==> config.mk <==
export PLATFORM = sky130hd
export DESIGN_NAME = uart_rx_deser
export DESIGN_NICKNAME = d
export VERILOG_FILES = /design/src/rtl/uart_pkg.sv /design/src/rtl/uart_sync2.sv /design/src/rtl/uart_rx_deser.sv
export SDC_FILE = /design/constraint.sdc
export NUM_CORES = 1
export LEC_CHECK = 0
export CORE_UTILIZATION = 50
export CTS_CLUSTER_DIAMETER = 120
export DETAILED_ROUTE_END_ITERATION = 6
export DONT_BUFFER_PORTS = 1
export GPL_ROUTABILITY_DRIVEN = 0
export RECOVER_POWER = 100
export SLEW_MARGIN = 0
export SYNTH_ARGS = -nofsm -noshare
export SYNTH_HDL_FRONTEND = slang
export SYNTH_SLANG_ARGS = --single-unit
==> constraint.sdc <==
create_clock -name clk -period 2.7 [get_ports clk]
set_clock_uncertainty 0.2 [all_clocks]
set_input_delay 0.135 -clock clk [delete_from_list [all_inputs] [get_ports clk]]
set_output_delay 0.135 -clock clk [all_outputs]
set_load 0.01 [all_outputs]
==> src/rtl/uart_pkg.sv <==
// Shared UART receiver definitions: FSM states, word-length codes, tick thresholds.
package uart_pkg;

  typedef enum logic [2:0] {
    IDLE,
    START,
    DATA,
    PARITY,
    STOP
  } uart_state_e;

  localparam logic [1:0] WLS_5 = 2'b00;
  localparam logic [1:0] WLS_6 = 2'b01;
  localparam logic [1:0] WLS_7 = 2'b10;
  localparam logic [1:0] WLS_8 = 2'b11;

  localparam logic [3:0] TICK_MID = 4'd7;
  localparam logic [3:0] TICK_END = 4'd15;

  // Index of the final data bit for a given word-length code.
  function automatic logic [2:0] wls_last(input logic [1:0] wls);
    case (wls)
      WLS_5:   wls_last = 3'd4;
      WLS_6:   wls_last = 3'd5;
      WLS_7:   wls_last = 3'd6;
      default: wls_last = 3'd7;
    endcase
  endfunction

endpackage

==> src/rtl/uart_sync2.sv <==
// Two-flop synchronizer for a single asynchronous bit; resets to 1 (line idle).
module uart_sync2 (
  input  logic clk,
  input  logic rst,
  input  logic d,
  output logic q
);

  logic meta;

  always_ff @(posedge clk or posedge rst) begin
    if (rst) begin
      meta <= 1'b1;
      q    <= 1'b1;
    end else begin
      meta <= d;
      q    <= meta;
    end
  end

endmodule

==> src/rtl/uart_rx_deser.sv <==
// UART receive deserializer: 16x oversampled, 5-8 data bits, one stop bit.
// Parity checking is built only when UART_RX_PARITY_EN is defined.
module uart_rx_deser
  import uart_pkg::*;
(
  input  logic       clk,
  input  logic       rst,
  input  logic       bclk_en,
  input  logic       rx_in,
  input  logic [1:0] WLS,
  input  logic       PEN,
  input  logic       EPS,
  output logic [7:0] shift_data,
  output logic       rx_done,
  output logic       parity_err,
  output logic       frame_err,
  output logic       rx_busy
);

  uart_state_e state, state_n;
  logic       rx_s;
  logic [3:0] tick;
  logic [2:0] bitcnt;
  logic [7:0] sr;
  logic [1:0] wls_q;
  logic       tick_clr, start_ok, shift_en, stop_smp;
  logic       unused_cfg;

  uart_sync2 u_sync (
    .clk (clk),
    .rst (rst),
    .d   (rx_in),
    .q   (rx_s)
  );

`ifdef UART_RX_PARITY_EN
  logic pen_q, eps_q, par, perr_q, par_smp;
`endif

  assign rx_busy    = (state != IDLE);
  assign unused_cfg = ^{PEN, EPS};

  always_ff @(posedge clk or posedge rst) begin
    if (rst) state <= IDLE;
    else     state <= state_n;
  end

  always_comb begin
    state_n  = state;
    tick_clr = 1'b0;
    start_ok = 1'b0;
    shift_en = 1'b0;
    stop_smp = 1'b0;
`ifdef UART_RX_PARITY_EN
    par_smp  = 1'b0;
`endif
    case (state)
      IDLE: begin
        if (!rx_s) begin
          state_n  = START;
          tick_clr = 1'b1;
        end
      end
      START: begin
        if (bclk_en && tick == TICK_MID) begin
          if (!rx_s) begin
            start_ok = 1'b1;
            tick_clr = 1'b1;
            state_n  = DATA;
          end else begin
            state_n  = IDLE;
          end
        end
      end
      DATA: begin
        if (bclk_en && tick == TICK_END) begin
          shift_en = 1'b1;
          if (bitcnt == wls_last(wls_q)) begin
`ifdef UART_RX_PARITY_EN
            state_n = pen_q ? PARITY : STOP;
`else
            state_n = STOP;
`endif
          end
        end
      end
`ifdef UART_RX_PARITY_EN
      PARITY: begin
        if (bclk_en && tick == TICK_END) begin
          par_smp = 1'b1;
          state_n = STOP;
        end
      end
`endif
      STOP: begin
        if (bclk_en && tick == TICK_END) begin
          stop_smp = 1'b1;
          state_n  = IDLE;
        end
      end
      default: state_n = IDLE;
    endcase
  end

  always_ff @(posedge clk or posedge rst) begin
    if (rst) begin
      tick   <= '0;
      bitcnt <= '0;
    end else begin
      if (tick_clr)     tick <= '0;
      else if (bclk_en) tick <= tick + 4'd1;
      if (start_ok)      bitcnt <= '0;
      else if (shift_en) bitcnt <= bitcnt + 3'd1;
    end
  end

  // sr is cleared at frame start so short words leave zeros below the data.
  always_ff @(posedge clk or posedge rst) begin
    if (rst) begin
      sr         <= '0;
      wls_q      <= '0;
      shift_data <= '0;
      rx_done    <= 1'b0;
      frame_err  <= 1'b0;
    end else begin
      rx_done <= 1'b0;
      if (start_ok) begin
        wls_q <= WLS;
        sr    <= '0;
      end else if (shift_en) begin
        sr <= {rx_s, sr[7:1]};
      end
      if (stop_smp) begin
        shift_data <= sr;
        frame_err  <= ~rx_s;
        rx_done    <= 1'b1;
      end
    end
  end

`ifdef UART_RX_PARITY_EN
  always_ff @(posedge clk or posedge rst) begin
    if (rst) begin
      pen_q      <= 1'b0;
      eps_q      <= 1'b0;
      par        <= 1'b0;
      perr_q     <= 1'b0;
      parity_err <= 1'b0;
    end else begin
      if (start_ok) begin
        pen_q  <= PEN;
        eps_q  <= EPS;
        par    <= 1'b0;
        perr_q <= 1'b0;
      end else if (shift_en) begin
        par <= par ^ rx_s;
      end
      if (par_smp) perr_q <= eps_q ? (par ^ rx_s) : ~(par ^ rx_s);
      if (stop_smp) parity_err <= pen_q & perr_q;
    end
  end
`else
  assign parity_err = 1'b0;
`endif

endmodule

# ---- Word level (Yosys, flattened, before mapping)
# Cells that the tools add are included.
dict set report op_classes {
  div 0
  reduce_logical 8
  muxes 24
  shifts 0
  n_eq_ne 13
  multipliers 0
  n_addsub 2
  n_lt_le_gt_ge 0
  n_bitwise 1
}
# operator count
set ops {}
lappend ops {{3-bit two-way mux} 9}
lappend ops {{8-bit two-way mux} 2}
lappend ops {{3-bit one-hot mux with 4 select lines} 1}
lappend ops {{2-bit != test, second input constant} 5}
lappend ops {{4-bit two-way mux} 2}
lappend ops {{1-bit two-way mux} 7}
lappend ops {{2-bit one-hot mux with 3 select lines} 1}
lappend ops {{5-bit AND reduction} 1}
lappend ops {{4-bit by 1-bit adder with 4-bit output, second input constant} 1}
lappend ops {{4-bit by 3-bit == test with 1-bit output, second input constant} 1}
lappend ops {{4-bit == test, second input constant} 1}
lappend ops {{2-bit nonzero test} 2}
lappend ops {{3-bit by 1-bit adder with 3-bit output, second input constant} 1}
lappend ops {{3-bit by 1-bit == test with 1-bit output, second input constant} 1}
lappend ops {{3-bit by 2-bit == test with 1-bit output, second input constant} 1}
lappend ops {{3-bit == test} 1}
lappend ops {{3-bit == test, second input constant} 1}
lappend ops {{3-bit logical NOT} 1}
lappend ops {{3-bit nonzero test} 1}
lappend ops {{2-bit by 1-bit == test with 1-bit output, second input constant} 1}
lappend ops {{2-bit == test, second input constant} 1}
lappend ops {{1-bit logical AND} 2}
lappend ops {{2-bit logical NOT} 1}
lappend ops {{2-bit two-way mux} 1}
lappend ops {{other kinds (2)} 2}
dict set report word_totals {
  output_inout_bits 12
  mem_bits_rw 0
  ff_bits 32
  latchBits 0
  n_memories 0
  mem_bits_ro 0
  word_cells 58
}

# ---- Longest topological paths before layout
# Gate-level depths: netlist of the first run.
dict set report logic_depth {
  depth_word 8
  ltp_mapped 4
}

# ---- Hierarchy
# A second synthesis of the first run with hierarchy kept.
dict set report unflattened {
  cells_unflattened 107
  hier_area_um2 1370.1
}
# module area_per_inst_um2 cells_per_inst instances
set by_module_without_submodules {}
lappend by_module_without_submodules {uart_rx_deser 1313.8 104 1}
lappend by_module_without_submodules {uart_sync2 56.3 3 1}

# ---- Least setup slack after synthesis of the first run
# Ideal clock, no wire load.
dict set report synth_timing {
  kind {register to register}
  startpoint {reg tick[0]}
  endpoint {reg shift_data[0]}
  setup_time_ns 0.125
  period_less_slack_ns 1.754
  t_required_ns 2.375
  arrival_ns 1.429
  path_buffers 0
  stages_incl_launch_ff 5
  path_slack_ns 0.946
  path_cell_list {dfrtp_1 > ha_1 > nand4_2 > nor2_8 > mux2_2}
}
dict set report synth_between {
  elab_chain_cells 4
}
# element line
set synth_lines {}
lappend synth_lines {{from (decl)} uart_rx_deser.sv:22} ;# logic [3:0] tick;
lappend synth_lines {{from (signal assigned)} uart_rx_deser.sv:111} ;# else if (bclk_en) tick <= tick + 4'd1;
lappend synth_lines {{4-bit == test} uart_rx_deser.sv:96} ;# if (bclk_en && tick == TICK_END) begin
lappend synth_lines {{1-bit logical AND} uart_rx_deser.sv:96}
lappend synth_lines {{1-bit two-way mux} uart_rx_deser.sv:96}
lappend synth_lines {{1-bit two-way mux} uart_rx_deser.sv:57} ;# case (state)
lappend synth_lines {{net stop_smp} uart_rx_deser.sv:26} ;# logic tick_clr, start_ok, shift_en, stop_smp;
lappend synth_lines {{to (signal assigned)} uart_rx_deser.sv:134} ;# shift_data <= sr;
lappend synth_lines {{to (decl)} uart_rx_deser.sv:13} ;# output logic [7:0] shift_data,
# The timed path passes the listed nets, and every way through them passes these cells.
# A chain may end at the register's enable or synchronous reset.

# ---- Worst setup path in the final report of the first run
dict set report layout_timing {
  startpoint {reg tick[0]}
  endpoint {reg shift_data[7]}
}
# The elaborated chain is that of the path after synthesis.

==> reports/summary.txt, run 1 <==
Post-Synthesis Net Count -> 124
antenna violations before repair -> 0
highest achievable clock rate -> 0.480 GHz
area of the multi-input gates -> 579 sq um
startpoint kind of the worst setup timing path -> flip-flop
dpl cell area -> 1450 sq um
pin count of the biggest net entering global routing -> 20
master cell of the clock root buffer -> sky130_fd_sc_hd__clkbuf_4
Chip Width -> 55.8 um
Post-Synthesis Cell Area -> 1450 sq um
most frequent cells in the layout -> 30 x sky130_fd_sc_hd__dfrtp_1, 10 x sky130_fd_sc_hd__mux2_2, 8 x sky130_fd_sc_hd__a22o_1, 6 x sky130_fd_sc_hd__nor2_1
data arrival time of the worst path -> 2.09 ns
number of fill cells in the layout -> 248
Max Cap Violations -> 0
total non-filler cell area in the finished layout -> 1530 sq um
share of synthesized registers carrying an async set or reset -> 100%
transition at the pin with the smallest max-transition slack -> 1.05 ns
Setup TNS -> 0 ns
Core Region -> 2760 sq um
maximum buffer depth of the clock tree -> 2
number of nets in the layout -> 131
count of port buffers added during placement -> 0
RSZ-0062 raised after global routing -> no
final clock period utilization by the worst path -> 77.1%
kind of end point of the critical path -> flip-flop
GRT overflow -> 0
Routed WL -> 2420 um
most common cell after layout, fill and taps aside -> sky130_fd_sc_hd__dfrtp_1
sequential cell fraction of total power -> 58.7%
layout cell share with drive strength beyond 1 -> 20.5%
Die Area -> 3110 sq um
count of clock tree sinks -> 32
setup slack of the critical path after layout -> 0.618 ns
number of synthesized flops with an enable pin -> 0
sequential element share of the synthesized area -> 55.6%
Mapped Cells -> 114
starting utilization of the core area -> 52.4%
number of iterations in the first detailed-routing pass -> 4
CTS H-Tree Depth -> 2
register cell area after layout -> 803 sq um
maximum cell stage delay along the critical path -> 0.39 ns
fraction of power consumed by combinational cells -> 16.8%
Finish-stage setup viols -> 0
final core occ -> 55.6%
max-slew violation count -> 0
outcome -> completed
synthesized area divided by synthesized cell count -> 12.7 sq um
number of inserted diodes -> 0
type of the worst min-delay path -> input pin to flip-flop
number of setup buffers added after CTS -> 0
clock period minus final worst setup slack -> 2.08 ns
cell-by-cell trace of the critical path -> ha_1, nand4_1, nor2_8, mux2_2
GR Util All Layers -> 18.5%
Netlist cell types -> 43
clock latency at the later pin of the worst-skew pair -> 0.32 ns
pwr dens -> 663 nW/um^2
number of vias after detailed routing -> 926
worst max-slew margin expressed relative to the limit -> 30.3%
CP Class -> flip-flop to flip-flop
number of nets with antenna violations after routing -> 0
number of buffers created by CTS -> 5
switching part of the total power -> 29.8%
Die Span Y -> 55.8 um
total of warnings raised by yosys -> 0
CP max-delay cell -> sky130_fd_sc_hd__dfrtp_1
worst voltage drop across the vdd grid -> 0.000510 V
switching pwr -> 0.303 mW
vias in the first global route -> 951
ratio of routed vias to standard cells -> 6.05
LEAKAGE -> 0.733 nW
part of the total power dissipated in the clock network -> 24.5%
global-route wire length before repair -> 4320 um
total count of hold-check failures in the final report -> 0
pre-CTS setup slack -> 0.735 ns
CTS tree -> done
CP Data Required Time -> 2.71 ns
synthesis-to-layout area growth -> 6.06%
largest fanout on the critical path -> 9
number of DRC markers in iteration 0 -> 24
ports placed on the boundary -> 20
Clock transition at path regs -> 0.09 ns
number of design rule violations left after detail routing -> 0
standard-cell row count -> 19
wire per inst -> 15.8 um
dominant synthesized flop cell -> sky130_fd_sc_hd__dfrtp_1
detailed-placement wirelength estimate -> 1640 um
post-synthesis register bit count -> 32
cell-internal power -> 0.713 mW
[area by class of cell]
type / instances / area share, %
Clock inverter: 1 / 0.327
Multi-Input combinational cell: 74 / 37.8
Tap cell: 31 / 2.53
Sequential cell: 32 / 52.4
Clock buffer: 7 / 2.94
Inverter: 2 / 0.490
Timing Repair Buffer: 6 / 3.51
[critical path: cells and delay by family, from the launching register on]
kind,cells,cell delay [ns]
adder cells (fa/ha/maj),1,0.32
flip-flops,1,0.39
multiplexers,1,0.35
AND/OR/NAND/NOR,2,0.70
[layer usage]
layer / vias up / GRT usage (%) / part of all wire [%]
met3: 5 / 5.12 / 4.0
met5: - / 0 / 0
met2: 23 / 27.9 / 46
met1: 459 / 24.0 / 48
met4: 0 / 10.7 / 1.9
li1: 439 / - / -
[kinds of logic (layout without fill, tap and decap cells)]
| group | after synthesis | after routing | synth area share, % |
|---|---|---|---|
| buffers and inverters | 8 | 16 | 3.72 |
| adders and majority gates | 2 | 2 | 1.73 |
| muxes | 12 | 12 | 9.26 |
| DFF | 32 | 32 | 55.6 |
| AOI/OAI and AO/OA | 23 | 23 | 12.0 |
| and+or+nand+nor | 32 | 32 | 15.0 |
| xor gates and xnor gates | 4 | 4 | 2.42 |
| other | 1 | 1 | 0.259 |
[synth_stat cells, types with 2 or more instances]
| cell | number | area (sq um) |
|---|---|---|
| sky130_fd_sc_hd__dfrtp_1 | 30 | 751 |
| sky130_fd_sc_hd__mux2_2 | 10 | 113 |
| sky130_fd_sc_hd__a22o_1 | 8 | 70.1 |
| sky130_fd_sc_hd__nor2_1 | 6 | 22.5 |
| sky130_fd_sc_hd__nand2_1 | 5 | 18.8 |
| sky130_fd_sc_hd__buf_4 | 4 | 30.0 |
| sky130_fd_sc_hd__o21ai_0 | 3 | 15.0 |
| sky130_fd_sc_hd__xor2_1 | 3 | 26.3 |
| sky130_fd_sc_hd__a21boi_0 | 2 | 15.0 |
| sky130_fd_sc_hd__a21oi_1 | 2 | 10.0 |
| sky130_fd_sc_hd__dfstp_2 | 2 | 52.6 |
| sky130_fd_sc_hd__ha_1 | 2 | 25.0 |
| sky130_fd_sc_hd__inv_1 | 2 | 7.51 |
| sky130_fd_sc_hd__nand4_1 | 2 | 12.5 |
| sky130_fd_sc_hd__nand4b_1 | 2 | 17.5 |
| sky130_fd_sc_hd__nor3_1 | 2 | 10.0 |
| sky130_fd_sc_hd__nor4_1 | 2 | 12.5 |
| sky130_fd_sc_hd__or3b_4 | 2 | 22.5 |
[sequential cells by signal, summed over array words and instances, names as in the netlist]
register,flops
shift_data,8
sr,8
tick,4
bitcnt,3
state,3
wls_q,2
frame_err,1
rx_done,1
u_sync.meta,1
u_sync.q,1
[metrics by stage]
step | hold WS, ns | cells | total power [mW]
5_1_grt | 0.0889 | 153 | 1.08
4_1_cts | 0.0422 | 153 | 1.04
2_1_floorplan | -0.0605 | 114 | 0.761
3_5_place_dp | -0.107 | 140 | 0.775
6_report | 0.0631 | 153 | 1.02
3_3_place_gp | -0.135 | 140 | 0.767
[final timing paths]
path / from / to / slack, ns / cells past startpoint
min in group asynchronous: rst / sr[4] / 0.07 / 2
worst min-delay path: bclk_en / sr[7] / 0.06 / 3
worst max register to register: tick[0] / shift_data[7] / 0.62 / 4
worst min register to register: u_sync.meta / u_sync.q / 0.16 / 0
max in group asynchronous: rst / state[0] / 0.89 / 3
worst max-delay path: tick[0] / shift_data[7] / 0.62 / 4
[power by group through the flow]
| stage | sequential [mW] | clock [mW] | combinational (mW) |
|---|---|---|---|
| after floorplan | 0.565 | 0 | 0.196 |
| after global placement | 0.607 | 0 | 0.160 |
| after detailed placement | 0.609 | 0 | 0.167 |
| after CTS | 0.599 | 0.266 | 0.175 |
| after global routing | 0.608 | 0.283 | 0.192 |
| final | 0.597 | 0.249 | 0.171 |
[what timing repair did]
action | 4_1_cts | 5_1_grt
hold buffers | 5 | 0
gates resized for setup | 0 | 0
endpoints found under the hold margin | 36 | 0
Power figures use the tool's default switching activity.
==> inputs of run 2 (changes only) <==
clock period = 2 ns   (was 2.7 ns; I/O delays follow)
==> run 2 against run 1 <==
Global-route usage is essentially flat. Largest power group unchanged. Fmax increased by 9.6%. Highest routed layer unchanged. Largest cell class unchanged. First-iteration DRC count up 8.3%. Non-clock buffer count rose by 3. Core utilization grew 0.95 points. Total power grew 36%. Count of clock-buffer cells in the layout is 1 lower. Critical endpoint is now bitcnt[2]. Clock power rose by 31%. Combinational power up 51%. Wire length grew 3.2%. Hold slack got worse by 0.030 ns. Cell count up 1.3%.
==> reports/summary.txt, run 2 (synthesized netlist as in run 1, its figures left out) <==
Finish-stage setup viols -> 0 (unchanged)
Core Region -> 2760 sq um (unchanged)
number of iterations in the first detailed-routing pass -> 4 (unchanged)
number of DRC markers in iteration 0 -> 26 (was 24)
number of fill cells in the layout -> 248 (unchanged)
final core occ -> 56.5% (was 55.6%)
ports placed on the boundary -> 20 (unchanged)
GR Util All Layers -> 18.5% (about the same)
CTS tree -> done (unchanged)
CTS H-Tree Depth -> 2 (unchanged)
vias in the first global route -> 970 (was 951)
global-route wire length before repair -> 4440 um (was 4320 um)
startpoint kind of the worst setup timing path -> flip-flop (unchanged)
outcome -> completed (unchanged)
pre-CTS setup slack -> 0.0466 ns (was 0.735 ns)
count of port buffers added during placement -> 0 (unchanged)
highest achievable clock rate -> 0.527 GHz (was 0.480 GHz)
worst slack on hold paths -> 0.0327 ns (was 0.0631 ns)
number of vias after detailed routing -> 932 (was 926)
RSZ-0062 raised after global routing -> no (unchanged)
synthesis-to-layout area growth -> 7.88% (was 6.06%)
clock latency at the later pin of the worst-skew pair -> 0.32 ns (about the same)
GRT overflow -> 0 (unchanged)
maximum cell stage delay along the critical path -> 0.54 ns (was 0.39 ns)
area of the multi-input gates -> 586 sq um (was 579 sq um)
dpl cell area -> 1480 sq um (was 1450 sq um)
master cell of the clock root buffer -> sky130_fd_sc_hd__clkbuf_4 (unchanged)
number of cells in the design after placement -> 143 (was 140)
worst r2r path cells -> 3 (was 4)
max-slew violation count -> 0 (unchanged)
worst voltage drop across the vdd grid -> 0.000704 V (was 0.000510 V)
cell-by-cell trace of the critical path -> or3b_1, or4_1, o2111a_1 (was ha_1, nand4_1, nor2_8, mux2_2)
number of setup buffers added after CTS -> 0 (unchanged)
starting utilization of the core area -> 52.4% (unchanged)
number of buffers created by CTS -> 5 (unchanged)
kind of end point of the critical path -> flip-flop (unchanged)
CP max-delay cell -> sky130_fd_sc_hd__dfrtp_1 (unchanged)
Largest regs -> shift_data x8, sr x8, tick x4 (unchanged)
most common cell after layout, fill and taps aside -> sky130_fd_sc_hd__dfrtp_1 (unchanged)
antenna violations before repair -> 0 (unchanged)
register cell area after layout -> 803 sq um (unchanged)
detailed-placement wirelength estimate -> 1710 um (was 1640 um)
maximum buffer depth of the clock tree -> 2 (unchanged)
wire per inst -> 16.1 um (was 15.8 um)
ratio of routed vias to standard cells -> 6.01 (was 6.05)
LEAKAGE -> 0.756 nW (was 0.733 nW)
setup slack of the critical path after layout -> 0.101 ns (was 0.618 ns)
CP Data Required Time -> 2.01 ns (was 2.71 ns)
final clock period utilization by the worst path -> 94.9% (was 77.1%)
standard-cell row count -> 19 (unchanged)
Hold Path Cell Cnt -> 3 (unchanged)
most frequent cells in the layout -> 30 x sky130_fd_sc_hd__dfrtp_1, 10 x sky130_fd_sc_hd__mux2_2, 8 x sky130_fd_sc_hd__a22o_1, 7 x sky130_fd_sc_hd__nor2_1 (was 30 x sky130_fd_sc_hd__dfrtp_1, 10 x sky130_fd_sc_hd__mux2_2, 8 x sky130_fd_sc_hd__a22o_1, 6 x sky130_fd_sc_hd__nor2_1)
layout cell share with drive strength beyond 1 -> 21.8% (was 20.5%)
CP Class -> flip-flop to flip-flop (unchanged)
Routed WL -> 2500 um (was 2420 um)
Clock transition at path regs -> 0.09 ns (about the same)
Setup TNS -> 0 ns (unchanged)
number of inserted diodes -> 0 (unchanged)
Die Area -> 3110 sq um (unchanged)
data arrival time of the worst path -> 1.91 ns (was 2.09 ns)
Chip Width -> 55.8 um (unchanged)
number of nets in the layout -> 134 (was 131)
count of clock tree sinks -> 32 (unchanged)
number of design rule violations left after detail routing -> 0 (unchanged)
total count of hold-check failures in the final report -> 0 (unchanged)
pin count of the biggest net entering global routing -> 20 (unchanged)
total non-filler cell area in the finished layout -> 1560 sq um (was 1530 sq um)
transition at the pin with the smallest max-transition slack -> 0.833 ns (was 1.05 ns)
number of nets with antenna violations after routing -> 0 (unchanged)
type of the worst min-delay path -> input pin to flip-flop (unchanged)
fin cells -> 155 (was 153)
Max Cap Violations -> 0 (unchanged)
Die Span Y -> 55.8 um (unchanged)
Pwr Total -> 1.38 mW (was 1.02 mW)
largest fanout on the critical path -> 11 (was 9)
worst max-slew margin expressed relative to the limit -> 44.4% (was 30.3%)
clock period minus final worst setup slack -> 1.90 ns (was 2.08 ns)
pwr dens -> 887 nW/um^2 (was 663 nW/um^2)
[run 2: changes by cell type in the layout (fill, tap and decap cells not counted)]
cell                             previous run  this run
sky130_fd_sc_hd__nand4_2                    0         1
sky130_fd_sc_hd__nor2_1                     6         7
sky130_fd_sc_hd__ha_2                       0         1
sky130_fd_sc_hd__dlymetal6s2s_1             0         1
sky130_fd_sc_hd__nand4_1                    3         2
sky130_fd_sc_hd__buf_4                      0         1
sky130_fd_sc_hd__ha_1                       2         1
sky130_fd_sc_hd__nor2_2                     1         0
[run 2: cell type report]
cell class                      count  share of cell area [%]
Clock inverter                      1                   0.321
Sequential cell                    32                    51.5
Tap cell                           31                    2.49
Timing Repair Buffer                9                    4.98
Clock buffer                        6                    2.65
Multi-Input combinational cell     74                    37.6
Inverter                            2                   0.482
[run 2: critical path: cells and delay by family (launching register included)]
family | cells | cell delay [ns]
AO/OA/AOI/OAI | 1 | 0.13
flip-flops | 1 | 0.54
AND/OR/NAND/NOR | 2 | 0.92
[run 2: worst paths after layout]
path                              from        end  slack, ns
max                           state[1]  bitcnt[2]       0.10
min                            bclk_en      sr[7]       0.03
max reg2reg                   state[1]  bitcnt[2]       0.10
min reg2reg                u_sync.meta   u_sync.q       0.17
max in group asynchronous          rst   state[0]       0.40
min in group asynchronous          rst      sr[1]       0.05
[run 2: power breakdown]
part,total (mW),internal (mW),switching (mW)
Clock,0.325,0.129,0.196
Sequential,0.798,0.715,0.0839
Combinational,0.258,0.121,0.137
Total,1.38,0.965,0.417
[run 2: per-layer routing]
metal  vias to the layer above  routed length [um]  global-route usage (%)
li1                        438                   -                       -
met1                       466                1190                    23.6
met2                        21                1160                    28.6
met3                         7                 114                    6.28
met4                         0                  43                    8.57
met5                         -                   0                       0
[run 2: repair_timing]
action                                 CTS  global route
setup endpoints to repair                0            13
hold buffers                             5             0
endpoints found under the hold margin   42             0
resized for setup                        0             1
==> inputs of run 3 (changes only) <==
PLACE_DENSITY_LB_ADDON = 0.15   (was not set)
==> run 3 against run 2 <==
Cell count grew 1.9%. Sequential share of layout area shrank 0.73 points. Core utilization grew 0.82 points. Hold slack lost 0.0063 ns. Sequential power is essentially flat.
==> reports/summary.txt, run 3 (synthesized netlist as in run 1, its figures left out) <==
outcome -> completed (unchanged)
RSZ-0062 raised after global routing -> no (unchanged)
number of nets with antenna violations after routing -> 0 (unchanged)
antenna violations before repair -> 0 (unchanged)
clock latency at the later pin of the worst-skew pair -> 0.33 ns (was 0.32 ns)
number of inserted diodes -> 0 (unchanged)
number of setup buffers added after CTS -> 0 (unchanged)
count of clock tree sinks -> 32 (unchanged)
pre-CTS setup slack -> 0.119 ns (was 0.0466 ns)
Largest regs -> shift_data x8, sr x8, tick x4 (unchanged)
worst voltage drop across the vdd grid -> 0.000590 V (was 0.000704 V)
CP max-delay cell -> sky130_fd_sc_hd__dfrtp_1 (unchanged)
pwr dens -> 920 nW/um^2 (was 887 nW/um^2)
Chip Width -> 55.8 um (unchanged)
standard-cell row count -> 19 (unchanged)
startpoint kind of the worst setup timing path -> flip-flop (unchanged)
ratio of routed vias to standard cells -> 6.18 (was 6.01)
number of nets in the layout -> 136 (was 134)
Die Span Y -> 55.8 um (unchanged)
layout cell share with drive strength beyond 1 -> 25.2% (was 21.8%)
Finish-stage setup viols -> 0 (unchanged)
type of the worst min-delay path -> input pin to flip-flop (unchanged)
GR Util All Layers -> 19.5% (was 18.5%)
most common cell after layout, fill and taps aside -> sky130_fd_sc_hd__dfrtp_1 (unchanged)
number of buffers created by CTS -> 5 (unchanged)
number of fill cells in the layout -> 235 (was 248)
CTS H-Tree Depth -> 2 (unchanged)
total count of hold-check failures in the final report -> 0 (unchanged)
Max Cap Violations -> 0 (unchanged)
maximum buffer depth of the clock tree -> 2 (unchanged)
Clock transition at path regs -> 0.10 ns (was 0.09 ns)
count of port buffers added during placement -> 0 (unchanged)
final clock period utilization by the worst path -> 95.6% (was 94.9%)
clock period minus final worst setup slack -> 1.91 ns (was 1.90 ns)
ports placed on the boundary -> 20 (unchanged)
CP Data Required Time -> 2.02 ns (was 2.01 ns)
GRT overflow -> 0 (unchanged)
starting utilization of the core area -> 52.4% (unchanged)
detailed-placement wirelength estimate -> 1680 um (was 1710 um)
global-route wire length before repair -> 4490 um (was 4440 um)
master cell of the clock root buffer -> sky130_fd_sc_hd__clkbuf_4 (unchanged)
fin cells -> 158 (was 155)
Routed WL -> 2580 um (was 2500 um)
vias in the first global route -> 952 (was 970)
Die Area -> 3110 sq um (unchanged)
number of design rule violations left after detail routing -> 0 (unchanged)
cell-by-cell trace of the critical path -> ha_1, nand4_2, nor2_8, mux2_2 (was or3b_1, or4_1, o2111a_1)
maximum cell stage delay along the critical path -> 0.40 ns (was 0.54 ns)
number of vias after detailed routing -> 977 (was 932)
kind of end point of the critical path -> flip-flop (unchanged)
CP Class -> flip-flop to flip-flop (unchanged)
number of iterations in the first detailed-routing pass -> 4 (unchanged)
number of DRC markers in iteration 0 -> 21 (was 26)
synthesis-to-layout area growth -> 9.44% (was 7.88%)
number of cells in the design after placement -> 145 (was 143)
register cell area after layout -> 803 sq um (unchanged)
LEAKAGE -> 0.764 nW (was 0.756 nW)
largest fanout on the critical path -> 9 (was 11)
data arrival time of the worst path -> 1.93 ns (was 1.91 ns)
max-slew violation count -> 0 (unchanged)
Setup TNS -> 0 ns (unchanged)
pin count of the biggest net entering global routing -> 33 (was 20)
CTS tree -> done (unchanged)
transition at the pin with the smallest max-transition slack -> 0.785 ns (was 0.833 ns)
setup slack of the critical path after layout -> 0.0884 ns (was 0.101 ns)
most frequent cells in the layout -> 30 x sky130_fd_sc_hd__dfrtp_1, 10 x sky130_fd_sc_hd__mux2_2, 8 x sky130_fd_sc_hd__a22o_1, 6 x sky130_fd_sc_hd__nor2_1 (was 30 x sky130_fd_sc_hd__dfrtp_1, 10 x sky130_fd_sc_hd__mux2_2, 8 x sky130_fd_sc_hd__a22o_1, 7 x sky130_fd_sc_hd__nor2_1)
area of the multi-input gates -> 586 sq um (unchanged)
wire per inst -> 16.3 um (was 16.1 um)
Core Region -> 2760 sq um (unchanged)
highest achievable clock rate -> 0.523 GHz (was 0.527 GHz)
worst max-slew margin expressed relative to the limit -> 47.7% (was 44.4%)
## run 3: cell types whose count changed in the layout (fill, tap and decap cells not counted), sizes merged
cell	before	now
buf	1	2
clkbuf	8	11
clkinv	1	0
clkinvlp	0	1
dlymetal6s2s	1	0
## run 3: layout make-up
class                   instances  area share [%]
flip-flops and latches         32            50.8
multi-input cells              74            37.0
inverters                       2           0.475
clock buffers                   7            3.48
clock inverters                 1           0.475
well taps                      31            2.45
repair buffers                 11            5.30
## run 3: path summary, 6_finish.rpt
check | startpoint | to | slack [ns] | cells past startpoint
max reg2reg | tick[0] | shift_data[5] | 0.09 | 4
min | bclk_en | sr[7] | 0.03 | 3
max | tick[0] | shift_data[5] | 0.09 | 4
min reg2reg | u_sync.meta | u_sync.q | 0.16 | 0
max in group asynchronous | rst | shift_data[7] | 0.87 | 3
min in group asynchronous | rst | tick[0] | 0.22 | 3
## run 3: power breakdown
| part | internal (mW) | switching, mW |
|---|---|---|
| registers | 0.714 | 0.0828 |
| logic | 0.123 | 0.146 |
| clock network | 0.172 | 0.216 |
## run 3: metal layers
metal | vias to the layer above | share of wire, % | track usage [%]
met5 | - | 0 | 0
met4 | 0 | 1.9 | 8.57
met3 | 6 | 5.8 | 6.51
met2 | 29 | 47 | 29.6
met1 | 491 | 45 | 25.5
li1 | 451 | - | -
## run 3: worst max-delay path, delay by kind of cell (launching register included)
kind / cells / cell delay (ns)
AND/OR/NAND/NOR: 2 / 0.56
multiplexers: 1 / 0.35
flip-flops: 1 / 0.40
adder cells (fa/ha/maj): 1 / 0.28
## run 3: repair_timing
item,in CTS,in global routing
resized for setup,0,0
hold buffers,5,0
endpoints found under the hold margin,44,0
## run 3: metrics by stage
step                      total power [mW]  hold WS, ns  util [%]  cell area [sq um]
after floorplan                       1.03      -0.0955         -               1450
after global placement                1.07       -0.105      53.8               1480
after detailed placement              1.09      -0.0959      53.8               1480
after CTS                             1.49       0.0122      57.8               1600
after global routing                  1.56       0.0418      57.4               1580
final                                 1.45       0.0264      57.4               1580
